<file path="src/rtl/out_port_arbiter_pkg.sv">
// Shared definitions for the output-port arbiter: FSM encoding and default port width.
package out_port_arbiter_pkg;

  typedef enum logic [1:0] {
    ST_IDLE  = 2'd0,
    ST_WRITE = 2'd1,
    ST_HOLD  = 2'd2
  } state_t;

  localparam int unsigned PORT_DATA_W = 8;

endpackage

</file>
<file path="src/rtl/out_port_arbiter_rr_picker.sv">
// Combinational round-robin picker: first set request scanning from rr_ptr upward, wrapping.
module rr_picker
  import out_port_arbiter_pkg::*;
#(
  parameter int unsigned NUM_REQ = 4
) (
  input  logic [NUM_REQ-1:0]         req,
  input  logic [$clog2(NUM_REQ)-1:0] rr_ptr,
  output logic [$clog2(NUM_REQ)-1:0] winner,
  output logic                       valid
);

  localparam int unsigned PTR_W = $clog2(NUM_REQ);

  int unsigned w_idx;

  always_comb begin
    winner = '0;
    valid  = 1'b0;
    w_idx  = 0;
    for (int unsigned k = 0; k < NUM_REQ; k++) begin
      w_idx = k + 32'(rr_ptr);
      if (w_idx >= NUM_REQ) w_idx = w_idx - NUM_REQ;
      if (!valid && req[PTR_W'(w_idx)]) begin
        valid  = 1'b1;
        winner = PTR_W'(w_idx);
      end
    end
  end

endmodule

</file>
<file path="src/rtl/out_port_arbiter.sv">
// Round-robin arbiter sharing one OutputPort register: one latched write per grant,
// followed by an optional hold window.
module out_port_arbiter
  import out_port_arbiter_pkg::*;
#(
  parameter int unsigned NUM_REQ     = 4,
  parameter int unsigned DATA_W      = PORT_DATA_W,
  parameter int unsigned HOLD_CYCLES = 2
) (
  input  logic                        clk,
  input  logic                        rst,
  input  logic [NUM_REQ-1:0]          req,
  input  logic [NUM_REQ*DATA_W-1:0]   wdata,
  output logic [NUM_REQ-1:0]          ack,
  output logic [$clog2(NUM_REQ)-1:0]  grant_id,
  output logic                        busy,
  output logic                        port_enable,
  output logic [DATA_W-1:0]           port_data
);

  localparam int unsigned PTR_W = $clog2(NUM_REQ);
  localparam int unsigned CNT_W = (HOLD_CYCLES > 0) ? $clog2(HOLD_CYCLES + 1) : 1;

  state_t            r_state;
  state_t            w_next_state;
  logic [PTR_W-1:0]  r_rr_ptr;
  logic [PTR_W-1:0]  r_grant_id;
  logic [PTR_W-1:0]  w_winner;
  logic              w_valid;
  logic [DATA_W-1:0] r_port_data;
  logic [CNT_W-1:0]  r_cnt;
  logic [DATA_W-1:0] w_wdata_arr [NUM_REQ];

  for (genvar g = 0; g < NUM_REQ; g++) begin : g_unpack
    assign w_wdata_arr[g] = wdata[g*DATA_W +: DATA_W];
  end

  rr_picker #(.NUM_REQ(NUM_REQ)) u_picker (
    .req    (req),
    .rr_ptr (r_rr_ptr),
    .winner (w_winner),
    .valid  (w_valid)
  );

  always_ff @(posedge clk or posedge rst) begin
    if (rst) r_state <= ST_IDLE;
    else     r_state <= w_next_state;
  end

  always_comb begin
    w_next_state = r_state;
    ack          = '0;
    busy         = 1'b0;
    port_enable  = 1'b0;
    case (r_state)
      ST_IDLE: begin
        if (w_valid) w_next_state = ST_WRITE;
      end
      ST_WRITE: begin
        busy            = 1'b1;
        port_enable     = 1'b1;
        ack[r_grant_id] = 1'b1;
        w_next_state    = (HOLD_CYCLES == 0) ? ST_IDLE : ST_HOLD;
      end
      ST_HOLD: begin
        busy = 1'b1;
        if (r_cnt <= CNT_W'(1)) w_next_state = ST_IDLE;
      end
      default: w_next_state = ST_IDLE;
    endcase
  end

  // Grant data is captured on the IDLE->WRITE edge so requester changes during WRITE are ignored.
  always_ff @(posedge clk or posedge rst) begin
    if (rst) begin
      r_rr_ptr    <= '0;
      r_grant_id  <= '0;
      r_port_data <= '0;
      r_cnt       <= '0;
    end else begin
      if (r_state == ST_IDLE && w_valid) begin
        r_grant_id  <= w_winner;
        r_port_data <= w_wdata_arr[w_winner];
        r_rr_ptr    <= (w_winner == PTR_W'(NUM_REQ - 1)) ? '0 : w_winner + 1'b1;
      end
      if (r_state == ST_WRITE)
        r_cnt <= CNT_W'(HOLD_CYCLES);
      else if (r_state == ST_HOLD && r_cnt != '0)
        r_cnt <= r_cnt - 1'b1;
    end
  end

  assign grant_id  = r_grant_id;
  assign port_data = r_port_data;

endmodule
</file>
<file path="config.mk">
export PLATFORM = sky130hd
export DESIGN_NAME = out_port_arbiter
export DESIGN_NICKNAME = d
export VERILOG_FILES = /design/src/rtl/out_port_arbiter_pkg.sv /design/src/rtl/out_port_arbiter_rr_picker.sv /design/src/rtl/out_port_arbiter.sv
export SDC_FILE = /design/constraint.sdc
export NUM_CORES = 1
export LEC_CHECK = 0
export ABC_AREA = 1
export CAP_MARGIN = 10
export CORE_AREA = 2 2 61 63
export DETAILED_ROUTE_END_ITERATION = 10
export DIE_AREA = 0 0 63 65
export PLACE_DENSITY = 0.76
export SYNTH_ARGS = -nofsm -noshare
export SYNTH_HDL_FRONTEND = slang
export SYNTH_SLANG_ARGS = --single-unit
</file>
<file path="constraint.sdc">
create_clock -name clk -period 2.3 [get_ports clk]
set_input_delay 0.46 -clock clk [delete_from_list [all_inputs] [get_ports clk]]
set_output_delay 0.46 -clock clk [all_outputs]
set_load 0.01 [all_outputs]
</file>
* Word level (Yosys, flattened, before mapping)
Cells that the tools add are included.
** Storage, ports and cells
- Flip-flop bits (word level) :: 16
- Bits in latches :: 0
- RAM bits :: 0
- Memory bits (read-only) :: 0
- Bits of input ports :: 38
- Output and inout bits :: 16
- Logic and storage cells :: 80
- Memories :: 0
** Operators by class
- Add/subtract/negate cells :: 9
- $mul :: 0
- Div/mod/pow operators :: 0
- $lt $le $gt $ge :: 12
- Equality and inequality tests :: 5
- Shifts and indexed selects :: 0
- Mux-type cells :: 34
- Bitwise gates (word level) :: 1
- Reductions and logical operators :: 14
** Operators by type and width (count)
- 2-to-1 mux 2 bit :: 13
- binary-select mux 8 bit (select 2 bit) :: 1
- 2-to-1 mux 8 bit :: 2
- less-than comparator 2 x 3 -> 1 bit, second input constant :: 5
- greater-or-equal comparator 3 bit, second input constant :: 4
- 2-to-1 mux 1 bit :: 11
- subtractor 2 x 1 -> 2 bit, second input constant :: 5
- binary-select mux 1 bit (select 2 bit) :: 4
- adder 2 x 2 -> 3 bit, first input constant :: 2
- logical AND 1 bit :: 6
- case mux 2 bit (3 select lines) :: 1
- == test 2 bit, second input constant :: 2
- 2-to-1 mux 4 bit :: 1
- inequality test 2 bit, second input constant :: 2
- nonzero test 2 bit :: 2
- adder 1 x 2 -> 3 bit, first input constant :: 1
- greater-or-equal comparator 2 x 3 -> 1 bit, second input constant :: 1
- logical NOT 1 bit :: 3
- NOT 2 -> 3 bit :: 1
- adder 2 x 1 -> 2 bit, second input constant :: 1
- demux 1 bit (select 2 bit) :: 1
- == test 2 x 1 -> 1 bit, second input constant :: 1
- greater-or-equal comparator 2 x 1 -> 1 bit, second input constant :: 1
- less-or-equal comparator 2 x 1 -> 1 bit, second input constant :: 1
- 3 further kinds :: 3

* Logic depth before layout (Yosys ltp)
Gate-level depths: netlist of run 1.
- Depth after elaboration :: 18
- Gate-level depth with buffers :: 16
- Gate-level depth less buffers :: 14

* Hierarchy
From an unflattened synthesis of run 1, not the netlist that was laid out.
** Second synthesis, totals
- Cells, all modules :: 232
- Area total of the unflattened synthesis :: 1451.4 sq um
** Modules (own cells, without submodules)
- out_port_arbiter :: times used 1, cells an instance 173, area an instance 1132.3 sq um, seq. area each 400.4 sq um
- rr_picker :: times used 1, cells an instance 59, area an instance 319.1 sq um, seq. area each 0.0 sq um

* Least setup slack after synthesis of run 1
No wires, ideal clock.
- Path kind :: reg-to-reg
- From :: register r_rr_ptr[0]
- To :: register r_port_data[0] (netlist: port_data[0])
- Setup time :: 0.117 ns
- Arrival :: 1.589 ns
- Data required time :: 2.183 ns
- Setup slack :: 0.595 ns
- Cell stages (with the launch flop) :: 15
- Buffers on the path :: 2
- Period minus slack after synthesis :: 1.705 ns
- Cells stage by stage :: dfrtp_1 buf_6 inv_6 nand2_1 nand3_1 nand2_1 nor2_4 nand3_4 nand3_4 buf_6 nand2_1 nand3_1 nand2_1 nand2_1 nand2_1
** On the way
- Longest elaborated chain between the ends :: 18
- Elaborated cells between the ends (all ways) :: 42
- Classes of those cells :: add/sub: 7; order compare: 4; mux: 23; bitwise: 1; reduce/logical: 7
** RTL lines
- from (decl) :: RTL line out_port_arbiter.sv:26 : logic [PTR_W-1:0] r_rr_ptr;
- from (signal assigned) :: RTL line out_port_arbiter.sv:84 : r_rr_ptr <= (w_winner == PTR_W'(NUM_REQ - 1)) ? '0 : w_winner + 1'b1;
- branches (longest 18 deep; another with adder 1 x 2 -> 3 bit)
- to (signal assigned) :: RTL line out_port_arbiter.sv:83 : r_port_data <= w_wdata_arr[w_winner];
- to (decl) :: RTL line out_port_arbiter.sv:30 : logic [DATA_W-1:0] r_port_data;
Several ways; the timed one is not identified. The select of a mux whose other input is x is not followed.
A chain may end at the register's enable or synchronous reset.

* Worst setup path after layout of run 1
- From :: input port req[3]
- To :: register r_rr_ptr[1]
** On the way
- Longest elaborated chain between the ends :: 14
- Elaborated cells between the ends (all ways) :: 26
- Classes of those cells :: add/sub: 1; eq/ne: 1; mux: 17; reduce/logical: 7
** RTL lines
- from (decl) :: RTL line out_port_arbiter.sv:12 : input logic [NUM_REQ-1:0] req,
- binary-select mux 1 bit (select 2 bit) :: RTL line out_port_arbiter_rr_picker.sv:24 : if (!valid && req[PTR_W'(w_idx)]) begin
- 2-to-1 mux 1 bit (implied by the code) :: RTL line out_port_arbiter_rr_picker.sv:24
- 2-to-1 mux 1 bit :: RTL line out_port_arbiter_rr_picker.sv:24
- logical NOT 1 bit :: RTL line out_port_arbiter_rr_picker.sv:24
- logical AND 1 bit :: RTL line out_port_arbiter_rr_picker.sv:24
- 2-to-1 mux 1 bit :: RTL line out_port_arbiter_rr_picker.sv:24
- logical NOT 1 bit :: RTL line out_port_arbiter_rr_picker.sv:24
- logical AND 1 bit :: RTL line out_port_arbiter_rr_picker.sv:24
- 2-to-1 mux 1 bit :: RTL line out_port_arbiter_rr_picker.sv:24
- logical NOT 1 bit :: RTL line out_port_arbiter_rr_picker.sv:24
- logical AND 1 bit :: RTL line out_port_arbiter_rr_picker.sv:24
- 2-to-1 mux 2 bit :: RTL line out_port_arbiter_rr_picker.sv:24
- adder 2 x 1 -> 2 bit or == test 2 bit (tied branches) :: RTL line out_port_arbiter.sv:84
- 2-to-1 mux 2 bit :: RTL line out_port_arbiter.sv:84
Parallel ways exist; a longest one is shown, timed or not. The select of a mux whose other input is x is not followed.

==> metrics.txt, run 1 <==
startpoint types primary input; core box area roughly 3500 um^2; Die H 65 um; Fillers 356; Clock Skews around 0.0011 ns; Clk network pwr share 0.058; Finish-stage setup viols 0; syn_area_per_cell between 6 and 7 um^2; synth warn 0; Power Dens Cells approximately 1600 nW/um^2; sw frac 0.520; antenna-violating nets left 0; Initial Util 0.423; Clk pin slew, worst setup/hold paths around 0.10 ns; hpwl dp 2870 um; Die Wd about 63 um; storage element area approximately 400 um^2; CTS H-Tree Depth 1; share of post-route cells with drive strength above 1 0.0780; sequential area share after synthesis 0.271; Via density about 4.7; antenna violations before repair 0; Pwr Total approximately 3.3 mW; CP peak stage delay between 0.4 and 0.5 ns; most used cell, CP nand2_1; clk_lat worst skew ~0.29 ns; nets between 300 and 400; Min-Delay Path Depth 2; Leakage 1.19 nW; cts hold-fix bufs 0; Worst Hold Launch port_data[0]; fmax between 0.4 and 0.5 GHz; die area 4100 um^2; multi-input logic area 811 um^2; TritonCTS clock tree done; Clock Sinks 16; hold_ws ~0.49 ns; GRT Util Overall 0.197; Yosys reg bits 16; wire per inst 10.5 um; Antenna Diode Count 0; final instance area approximately 2100 um^2; period utilization 0.884; Flop pwr share 0.170; largest net degree at the start of global routing 17; Synth cell types 25; RSZ-0062 raised after global routing false; drt drc 0; CP max stage cell clkdlybuf4s50_1; crit path max fanout 11; Slew HR 0.587; Net Switching between 1.5 and 2 mW; Max Cap Viol 0; final core utilization 0.606; GPL Wtd Cong between 0.8 and 0.9; Hold Violations, Final 0; cell row count 22; fin crit period ~2.0 ns; # port buffers 53; R2R Setup Slk around 0.3 ns; vias in the first global route approximately 1600; Worst Setup End Kind flip-flop; WL final 3610 um; Post-Syn Nets between 200 and 300; Setup Fix Bufs, Post-CTS 0; GR Util met1 0.236; CTS Buf Count 3; Final Max Tran Viols 0; global route hottest layer met2; CP Data Arrival Time approximately 2.2 ns; vias between 1500 and 2000; DP Area ~2100 um^2; status completed; Comb pwr share 0.773; path type of the worst setup path primary input to flip-flop; Syn Inst Count 240; area delta synth->final 43.4%; cell area after synthesis 1480 um^2; global-route met2 utilization 0.370; Initial DRC Count between 60 and 70; WHS Endpoint port_data[0]; FF-to-FF End r_rr_ptr[1]; FF-to-FF path depth 10; M3 GR Usage 0.0260; Peak VDD IR ~0.85 mV; critical path, cell by cell clkdlybuf4s50_1 -> inv_1 -> nand2_1 -> nand3_1 -> nand2_1 -> nor2_4 -> nand3_4 -> nand2_1 -> inv_1 -> nand3_1 -> o211ai_1; first-pass GRT wire length approximately 6600 um; Hold Path Class flip-flop to flip-flop; DR pass1 iterations 4; CP required around 2.5 ns; global route overflow 0; internal power about 1.6 mW; Worst Tran Pin Value slightly above 0.6 ns; CTS root buf clkbuf_4; reg2reg start r_rr_ptr[0]; I/O pin cnt between 50 and 60; clock tree buffer depth 2
==> per-layer routing <==
layer  part of all wire  vias up
met4              0.011        0
met5                  0        -
met3              0.053        6
li1                   -      855
met1               0.44      692
met2               0.50       53
==> synthesized netlist by cell type, drive strengths merged <==
library cell,n,area share
buf,8,0.037
o21bai,1,0.0051
nor2,5,0.019
dfrtp,16,0.27
a21oi,3,0.010
inv,54,0.14
clkinv,1,0.0025
o32ai,1,0.011
o21ai,6,0.020
nand2,92,0.24
nand4,16,0.068
o211ai,1,0.0051
ha,5,0.042
nand3,27,0.11
nor3,4,0.014
==> worst max-delay path by stage <==
| stage | start | end | slack [ns] | cells after the start |
|---|---|---|---|---|
| after floorplan | r_rr_ptr[0] | port_data[0] | 0.59 | 14 |
| after global placement | req[1] | r_rr_ptr[1] | -0.03 | 11 |
| after detailed placement | req[3] | r_rr_ptr[1] | -0.03 | 11 |
| after CTS | r_state[1] | ack[0] | 0.04 | 5 |
| after global routing | req[3] | port_data[2] | 0.009 | 13 |
| final | req[3] | r_rr_ptr[1] | 0.27 | 11 |
==> stage by stage <==
step,worst slack (ns),TNS (ns),std cells
after floorplan,0.595,0,240
after global placement,-0.0285,-0.0285,339
after detailed placement,-0.0327,-0.104,339
after CTS,0.0418,0,343
after global routing,0.00867,0,343
final,0.268,0,343
==> flip-flops by register name (all words and copies together) (netlist names) <==
name and flops:
r_rr_ptr 2, port_data 8, r_cnt 2, r_state 2, grant_id 2
==> cells by family after synthesis <==
kind of cell	synth area share
AOI/OAI and AO/OA	0.0517
adders and majority gates	0.0423
buffers and inverters	0.180
DFF	0.271
and+or+nand+nor	0.455
==> power by group through the flow <==
stage,clock [mW],combinational [mW],sequential (mW)
3_5_place_dp,0,2.55,0.565
3_3_place_gp,0,2.51,0.562
5_1_grt,0.210,2.90,0.583
6_report,0.190,2.54,0.559
4_1_cts,0.193,2.56,0.558
2_1_floorplan,0,1.80,0.558
==> placed cells by master (no fill, tap or decap) <==
cell type | synthesis | final
a21oi_1 | 3 | 3
buf_12 | 0 | 2
buf_4 | 1 | 4
clkbuf_4 | 0 | 3
clkbuf_8 | 0 | 1
clkdlybuf4s50_1 | 0 | 49
clkinv_1 | 1 | 1
dfrtp_1 | 16 | 15
dfrtp_2 | 0 | 1
dlygate4sd2_1 | 0 | 3
dlymetal6s2s_1 | 0 | 1
ha_1 | 5 | 5
inv_1 | 51 | 51
inv_2 | 2 | 2
inv_6 | 1 | 1
nand2_1 | 89 | 89
nand2_2 | 2 | 2
nand2_4 | 1 | 1
nand3_1 | 24 | 24
nand3_2 | 1 | 1
nand3_4 | 2 | 2
nand4_1 | 16 | 16
nor2_1 | 3 | 3
nor2_2 | 1 | 1
nor2_4 | 1 | 1
nor3_1 | 4 | 4
o211ai_1 | 1 | 1
o21ai_0 | 6 | 6
o21bai_1 | 1 | 1
o32ai_2 | 1 | 1
==> layout make-up <==
class	count	share of cell area
multi-input cells	161	0.383
well taps	48	0.0283
flip-flops and latches	16	0.189
clock buffers	4	0.0171
repair buffers	59	0.283
inverters	55	0.0998
==> worst max-delay path: cells and delay by family <==
family          cells  cell delay (ns)
buf+inv             3             0.72
compound gates      1             0.08
simple gates        7             0.94
==> what timing repair did <==
action                                  CTS  global route
endpoints found under the setup margin    3             5
hold endpoints to repair                  0             0
gates resized for setup                   3             2
Note: power is estimated with default switching activity, not from simulation.
==> inputs of run 2 (changes only) <==
--- a/config.mk
+++ b/config.mk
@@ -10,7 +10,8 @@
 export CORE_AREA = 2 2 61 63
 export DETAILED_ROUTE_END_ITERATION = 10
 export DIE_AREA = 0 0 63 65
-export PLACE_DENSITY = 0.76
+export MAX_ROUTING_LAYER = met4
+export PLACE_DENSITY = 0.88
 export SYNTH_ARGS = -nofsm -noshare
 export SYNTH_HDL_FRONTEND = slang
 export SYNTH_SLANG_ARGS = --single-unit
==> constraint.sdc (replaced) <==
create_clock -name clk -period 2.3 [get_ports clk]
set_input_delay 0.46 -clock clk [delete_from_list [all_inputs] [get_ports clk]]
set_output_delay 0.46 -clock clk [all_outputs]
set_load 0.1 [all_outputs]
==> metrics.txt, run 2 (synthesized netlist as in run 1, its figures left out) <==
Buf/Inv on CP 2 (was 3); wire per inst 10.6 um (was 10.5 um); fmax 0.485 GHz (was 0.492 GHz); CTS Buf Count 3 (unchanged); WHS Endpoint port_data[3] (was port_data[0]); first-pass GRT wire length 6480 um (was 6640 um); Final Max Tran Viols 0 (unchanged); most frequent cells in the layout nand2_1 (89), inv_1 (51), clkdlybuf4s50_1 (37), nand3_1 (24), nand4_1 (16) (was nand2_1 (89), inv_1 (51), clkdlybuf4s50_1 (49), nand3_1 (24), nand4_1 (16)); antenna-violating nets left 0 (unchanged); WL final 3630 um (was 3610 um); CTS H-Tree Depth 1 (unchanged); CP max stage cell dfrtp_1 (was clkdlybuf4s50_1); DR pass1 iterations 4 (unchanged); post-route setup TNS 0 ns (unchanged); die area 4100 um^2 (unchanged); Setup WS pre-CTS -0.00715 ns (was -0.0327 ns); Via density 4.82 (was 4.68); largest net degree at the start of global routing 17 (unchanged); clk_lat worst skew 0.29 ns (about the same); GRT Util Overall 0.198 (was 0.197); Clock Skews 0.00275 ns (was 0.00113 ns); Clk pin slew, worst setup/hold paths 0.09 ns (was 0.10 ns); Non-Filler Instances 342 (was 343); crit path max fanout 11 (unchanged); critical path, cell by cell inv_6 -> nand2_1 -> nand2_2 -> nand2_2 -> nand2_1 -> nor2_4 -> nand3_4 -> nand2_1 -> inv_1 -> nand3_1 -> o211ai_1 (was clkdlybuf4s50_1 -> inv_1 -> nand2_1 -> nand3_1 -> nand2_1 -> nor2_4 -> nand3_4 -> nand2_1 -> inv_1 -> nand3_1 -> o211ai_1); hpwl dp 2910 um (was 2870 um); nets 338 (was 339); most common cell after layout, fill and taps aside nand2_1 (unchanged); storage element area 403 um^2 (was 402 um^2); Setup Fix Bufs, Post-CTS 0 (unchanged); Antenna Diode Count 0 (unchanged); RSZ-0062 raised after global routing false (unchanged); startpoint types flip-flop (was primary input); final instance area 2190 um^2 (was 2120 um^2); Worst Hold Launch port_data[3] (was port_data[0]); FF-to-FF path depth 11 (was 10); Worst Tran Pin Value 0.610 ns (was 0.619 ns); Worst path top cell family by delay simple AND/OR/NAND/NOR gates (unchanged); CP required 2.47 ns (about the same); cell row count 22 (unchanged); global route overflow 0 (unchanged); Hold Violations, Final 0 (unchanged); Initial Util 0.423 (unchanged); Fillers 330 (was 356); reg2reg start r_rr_ptr[0] (unchanged); Min-Delay Path Depth 2 (unchanged); DP Area 2160 um^2 (was 2080 um^2); fin crit period 2.06 ns (was 2.03 ns); Max Cap Viol 0 (unchanged); CP peak stage delay 0.60 ns (was 0.42 ns); share of post-route cells with drive strength above 1 0.150 (was 0.0780); most used cell, CP nand2_1 (unchanged); vias 1648 (was 1606); CP Data Arrival Time 2.23 ns (was 2.20 ns); vias in the first global route 1554 (was 1604); Hold Path Class flip-flop to flip-flop (unchanged); period utilization 0.896 (was 0.884); path type of the worst setup path flip-flop to flip-flop (was primary input to flip-flop); R2R Setup Slk 0.24 ns (was 0.30 ns); Largest register FFs 8 (unchanged); # port buffers 53 (unchanged); Initial DRC Count 93 (was 68); Die Wd 63 um (unchanged); Worst Setup End Kind flip-flop (unchanged); GPL Wtd Cong 0.821 (was 0.865); Finish-stage setup viols 0 (unchanged); FF-to-FF End r_rr_ptr[1] (unchanged); Slew HR 0.593 (was 0.587); antenna violations before repair 0 (unchanged); Clock Sinks 16 (unchanged); drt drc 0 (unchanged); cts hold-fix bufs 0 (unchanged); Die H 65 um (unchanged); TritonCTS clock tree done (unchanged); final worst slack 0.238 ns (was 0.268 ns); core box area 3500 um^2 (unchanged); clock tree buffer depth 2 (unchanged); multi-input logic area 868 um^2 (was 811 um^2); I/O pin cnt 54 (unchanged); area delta synth->final 48.5% (was 43.4%); status completed (unchanged); CTS root buf clkbuf_4 (unchanged); post-CTS sizing 0 (was 3); dpl cells 338 (was 339)
==> run 2: layout make-up <==
class,count,area share
multi-input cells,161,0.396
repair buffers,58,0.281
flip-flops and latches,16,0.184
well taps,48,0.0274
inverters,55,0.0964
clock buffers,4,0.0165
==> run 2: how the worst max path moves through the flow <==
stage | startpoint | endpoint | slack [ns] | depth (start not counted)
after floorplan | r_state[1] | ack[0] | -0.05 | 4
after global placement | req[1] | r_rr_ptr[1] | 0.05 | 11
after detailed placement | req[3] | port_data[1] | -0.007 | 13
after CTS | r_rr_ptr[0] | port_data[1] | 0.24 | 13
after global routing | r_rr_ptr[0] | port_data[4] | 0.01 | 13
final | r_rr_ptr[0] | r_rr_ptr[1] | 0.24 | 11
==> run 2: layer usage <==
metal	up-vias	GRT usage	wire length [um]
li1	856	-	-
met1	708	0.243	1520
met2	77	0.334	1790
met3	7	0.0191	258
met4	0	0.0833	62
met5	-	-	0
==> run 2: worst min-delay path, delay by kind of cell, from the launching register on <==
| kind | cells | cell delay [ns] |
|---|---|---|
| AND/OR/NAND/NOR | 2 | 0.11 |
| flip-flops | 1 | 0.36 |
==> run 2: stage by stage <==
stage | util | hold WS [ns]
floorplan | - | 0.374
global placement | 0.617 | 0.472
CTS | 0.628 | 0.499
global route | 0.628 | 0.517
detailed placement | 0.617 | 0.476
finish | 0.628 | 0.499
Power of run 2 is not shown: default switching activity piles up to over one toggle a cycle in this logic, so the estimate is an artifact.
